## src/rtl/bigadd_pipe.sv

```systemverilog
// bigadd_pipe: wide adder split into NSLICE carry-chained slices, one slice per stage, with a sync strobe aligned to o_r.
// Latency NSLICE clocks; accepts one operand pair every clock and never stalls. Optional BIGADD_FLAGS_EN adds o_carry/o_ovfl.
module bigadd_pipe #(
  parameter int DW     = 64,
  parameter int NSLICE = 2
) (
  input  logic          i_clk,
  input  logic          i_reset,
  input  logic          i_sync,
  input  logic [DW-1:0] i_a,
  input  logic [DW-1:0] i_b,
  output logic [DW-1:0] o_r,
  output logic          o_sync
`ifdef BIGADD_FLAGS_EN
  ,
  output logic          o_carry,
  output logic          o_ovfl
`endif
);

  localparam int SW  = DW / NSLICE;
  localparam int TOP = NSLICE - 1;

  // Operands and sum of each slice at the stage where that slice is added.
  logic [SW-1:0] sl_a  [NSLICE];
  logic [SW-1:0] sl_b  [NSLICE];
  logic [SW-1:0] sl_s  [NSLICE];
  logic          sl_co [NSLICE];
  logic          cq    [NSLICE];
  logic [NSLICE-1:0] sync_q;

  for (genvar j = 0; j < NSLICE; j++) begin : g_slice
    logic          cin;
    logic [SW-1:0] ds [NSLICE-j];

    if (j == 0) begin : g_direct
      assign sl_a[j] = i_a[SW-1:0];
      assign sl_b[j] = i_b[SW-1:0];
      assign cin     = 1'b0;
    end else begin : g_skew
      logic [SW-1:0] a_sk [j];
      logic [SW-1:0] b_sk [j];

      always_ff @(posedge i_clk or posedge i_reset) begin
        if (i_reset) begin
          for (int s = 0; s < j; s++) begin
            a_sk[s] <= '0;
            b_sk[s] <= '0;
          end
        end else begin
          a_sk[0] <= i_a[j*SW +: SW];
          b_sk[0] <= i_b[j*SW +: SW];
          for (int s = 1; s < j; s++) begin
            a_sk[s] <= a_sk[s-1];
            b_sk[s] <= b_sk[s-1];
          end
        end
      end

      assign sl_a[j] = a_sk[j-1];
      assign sl_b[j] = b_sk[j-1];
      assign cin     = cq[j-1];
    end

    assign {sl_co[j], sl_s[j]} = {1'b0, sl_a[j]} + {1'b0, sl_b[j]} + {{SW{1'b0}}, cin};

    // Lower slices finish early and wait here so every slice reaches o_r together.
    always_ff @(posedge i_clk or posedge i_reset) begin
      if (i_reset) begin
        for (int k = 0; k < NSLICE-j; k++) ds[k] <= '0;
      end else begin
        ds[0] <= sl_s[j];
        for (int k = 1; k < NSLICE-j; k++) ds[k] <= ds[k-1];
      end
    end

    assign o_r[j*SW +: SW] = ds[NSLICE-j-1];
  end

  always_ff @(posedge i_clk or posedge i_reset) begin
    if (i_reset) begin
      for (int j = 0; j < NSLICE; j++) cq[j] <= 1'b0;
      sync_q <= '0;
    end else begin
      for (int j = 0; j < NSLICE-1; j++) cq[j] <= sl_co[j];
      sync_q <= NSLICE'({sync_q, i_sync});
    end
  end

  assign o_sync = sync_q[TOP];

`ifdef BIGADD_FLAGS_EN
  logic carry_q;
  logic ovfl_q;

  // Top slice carries the operand sign bits, so flags resolve in the final stage.
  always_ff @(posedge i_clk or posedge i_reset) begin
    if (i_reset) begin
      carry_q <= 1'b0;
      ovfl_q  <= 1'b0;
    end else begin
      carry_q <= sl_co[TOP];
      ovfl_q  <= (sl_a[TOP][SW-1] == sl_b[TOP][SW-1]) && (sl_s[TOP][SW-1] != sl_a[TOP][SW-1]);
    end
  end

  assign o_carry = carry_q;
  assign o_ovfl  = ovfl_q;
`endif

endmodule

```

## config.mk

```make
export PLATFORM = sky130hd
export DESIGN_NAME = bigadd_pipe
export DESIGN_NICKNAME = d
export VERILOG_FILES = /design/src/rtl/bigadd_pipe.sv
export SDC_FILE = /design/constraint.sdc
export NUM_CORES = 1
export LEC_CHECK = 0
export CAP_MARGIN = 20
export CORE_AREA = 2 2 120 122
export CTS_CLUSTER_SIZE = 40
export DETAILED_ROUTE_END_ITERATION = 7
export DIE_AREA = 0 0 122 124
export DONT_BUFFER_PORTS = 1
export PLACE_DENSITY_LB_ADDON = 0.15
export SLEW_MARGIN = 20
export SYNTH_ARGS = -nofsm -noshare
export SYNTH_HDL_FRONTEND = slang
export SYNTH_SLANG_ARGS = --single-unit
```

## constraint.sdc

```tcl
create_clock -name i_clk -period 5.4 [get_ports i_clk]
set_input_delay 1.08 -clock i_clk [delete_from_list [all_inputs] [get_ports i_clk]]
set_output_delay 1.08 -clock i_clk [all_outputs]
set_load 0.02 [all_outputs]
```

==> run summary <==
R2R setup slack = 2.10 ns
Fmax = 303 MHz
Total power = 3.21 mW
IO Pins = 196
Antenna-violating nets left = 0
First-pass GRT wire length = 24400 um
Share of cells above drive strength 1 = 6.33%
Multi-input logic area = 0.00332 sq mm
Synth Warn # = 0
Largest cells by area after synthesis = dfrtp_1 53%, ha_1 10%, xnor2_1 4.2%
Worst-skew pair later-pin latency = 0.42 ns
CTS tree = done
Post-Syn Area = 0.00776 sq mm
Hold Path Class = register to register
Post_cts resized = 0
Largest net degree at the start of global routing = 55
Endpoint class of the critical path = register
Final wirelength = 15400 um
Root Buffer = clkbuf_16
Top cell type's share of synthesized area = 52.5%
Crit path cell chain = fa_1 > fa_1 > a21oi_1 > o21ai_0 > a2111oi_0 > nor3_1 > o2111a_1 > o2111ai_1 > nand3_1 > xor2_1
Drt pass-1 iters = 4
Pins over their slew limit = 0
Worst slew pin tran = 0.649 ns
Full die area = 0.0151 sq mm
CTS Sinks = 163
Core box area = 0.0137 sq mm
Switching Share = 30.4%
Number of cell rows = 43
Leak = 3.83 nW
Count of input and output buffers = 0
DR vias = 4864
Seq/Total Area, Yosys = 52.5%
Psw = 977 uW
WL/cell = 18.2 um
H-Tree Depth = 4
Critical path peak fanout = 4
Vias in the first global route = 4969
Max VDD drop = 0.000217 V
Async S/R FF share, synth = 100%
Reg-to-reg startpoint = g_slice[1].g_skew.a_sk[0]
Clock-pin slew on the worst setup and hold paths = 0.07 ns
Hold path start = g_slice[0].ds[38]
Final Wtd Congestion = 0.882
Worst R2R End = g_slice[1].ds[30]
Clock power frac = 35.1%
Syn Inst Count = 677
Final setup viols = 0
Layout area overhead = 6.88%
Critical Path Start Type = register
Internal = 2.24 mW
Dpl hpwl = 11800 um
Most frequent cell after synthesis = dfrtp_1
Postcts setup bufs = 0
Register Area = 0.00408 sq mm
Crit path kind = register to register
Hold Path End = o_r[6]
Fin area = 0.00830 sq mm
#FFs+latches synth = 163
WP data required = 5.70 ns
Worst EP arrival = 3.60 ns
Max-Cap Viols = 0
Final Hold Vio Count = 0
Status = complete, no violations
Filler cells = 1133
Area after DPL = 0.00773 sq mm
Comb power frac = 14.6%
Synth top cells by count = 163 x dfrtp_1, 62 x ha_1, 58 x a21oi_1, 42 x a21o_1, 37 x xnor2_1
Hold depth = 0
Slew headroom = 56.7%
Post-route minimum period = 3.30 ns
P per Cell Area = 387 mW/mm^2
Initial antenna violation count = 6
Main flop type after synthesis = dfrtp_1
DR vias/cell = 5.74
CTS max path bufs = 2
Starting Density = 56.6%
Initial drt markers = 319
Die width = 122 um
Post-Syn Nets = 873
Worst-case reg-to-reg path depth = 10
Number of hold-repair buffers added at the cts stage = 0
All-Layer GR Usage = 21.1%
Max incr delay on CP = 0.49 ns
Final Cycle Share = 61.1%
Num CTS Buffers = 17
Synth unique cells = 54
Final nets = 848
RSZ-0062 raised after global routing = no
Worst Clk Skew = 0.0118 ns
Cell taking the most area after synthesis = dfrtp_1
EDFF count, synth = 0
DRC viols = 0
Crit path top cell by count = fa_1
Flop pwr share = 50.3%
Grt ovf = 0
Slowest cell on crit path = fa_1
Syn_area_per_cell = 11.5 sq um
Final TNS setup = 0 ns
Die Span Y = 124 um
[placed cells by master (no fill, tap or decap), drive strengths merged, types with 8 or more instances in the layout]
cell type,count
dfrtp,163
nand3,13
a21oi,59
nand4,9
nor2b,8
inv,21
xnor2,37
nor2,29
a21o,42
clkbuf,18
xor2,21
o21bai,12
nand2,32
o21ai,33
ha,62
[flip-flops by register name (all words and copies together), names as in the netlist]
| name | cells |
|---|---|
| o_r | 32 |
| g_slice.cin | 1 |
| g_slice.g_skew.b_sk | 32 |
| g_slice.g_skew.a_sk | 32 |
| g_slice.ds | 64 |
| sync_q | 2 |
[how the worst max path moves through the flow]
| stage | depth (start not counted) | to | start | slack (ns) |
|---|---|---|---|---|
| after detailed placement | 10 | g_slice[0].ds[60] | i_a[0] | 1.89 |
| after floorplan | 10 | g_slice[1].cin | i_a[0] | 2.23 |
| after global placement | 10 | g_slice[0].ds[60] | i_a[0] | 1.93 |
| after CTS | 10 | g_slice[1].ds[30] | g_slice[1].g_skew.a_sk[0] | 2.12 |
| after global routing | 10 | g_slice[1].ds[30] | g_slice[1].g_skew.a_sk[0] | 2.03 |
| final | 10 | g_slice[1].ds[30] | g_slice[1].g_skew.a_sk[0] | 2.10 |
[cell families (layout without fill, tap and decap cells)]
logic type,count (synthesis),count (layout),synth area share [%]
XOR/XNOR,58,58,6.54
buffers and inverters,65,52,4.71
multiplexers,4,4,0.516
adder cells (fa/ha/maj),65,65,10.8
AO/OA/AOI/OAI,198,198,17.1
AND/OR/NAND/NOR,124,124,7.88
flip-flops,163,163,52.5
other,0,4,0
[power by group through the flow]
stage	Clock (mW)	Sequential [mW]	Combinational [mW]
after floorplan	0	1.54	0.519
after global placement	0	1.64	0.457
after detailed placement	0	1.64	0.464
after CTS	1.16	1.62	0.469
after global routing	1.21	1.64	0.526
final	1.13	1.62	0.469
[area by class of cell]
type                            instances  area share [%]
Antenna cell                            4           0.121
Clock buffer                           18            5.17
Clock inverter                         13            1.55
Inverter                               18           0.859
Multi-Input combinational cell        449            40.0
Sequential cell                       163            49.2
Tap cell                              180            2.71
Timing Repair Buffer                    3           0.422
[per-layer routing]
layer  vias to the layer above  track usage, %  wire, um
met2                       138            36.1      7980
met3                        26            7.74      1000
met4                         4            8.12       267
li1                       2348               -         -
met1                      2348            24.2      6180
met5                         -               0        24
[stage by stage]
step           hold WS (ns)  worst slack (ns)  std cells  util, %
2_1_floorplan         0.331              2.23        677        -
3_3_place_gp          0.332              1.93        812     56.2
3_5_place_dp          0.335              1.89        813     56.3
4_1_cts               0.346              2.12        844     60.4
5_1_grt               0.355              2.03        847     60.5
6_report              0.345              2.10        848     60.5
[critical path: cells and delay by family (launching register included)]
kind	cells	cell delay [ns]
AND/OR/NAND/NOR	2	0.35
flip-flops	1	0.38
adder cells (fa/ha/maj)	2	0.92
AO/OA/AOI/OAI	5	1.37
XOR/XNOR	1	0.16
No activity file was read; power rests on OpenSTA's default activity.
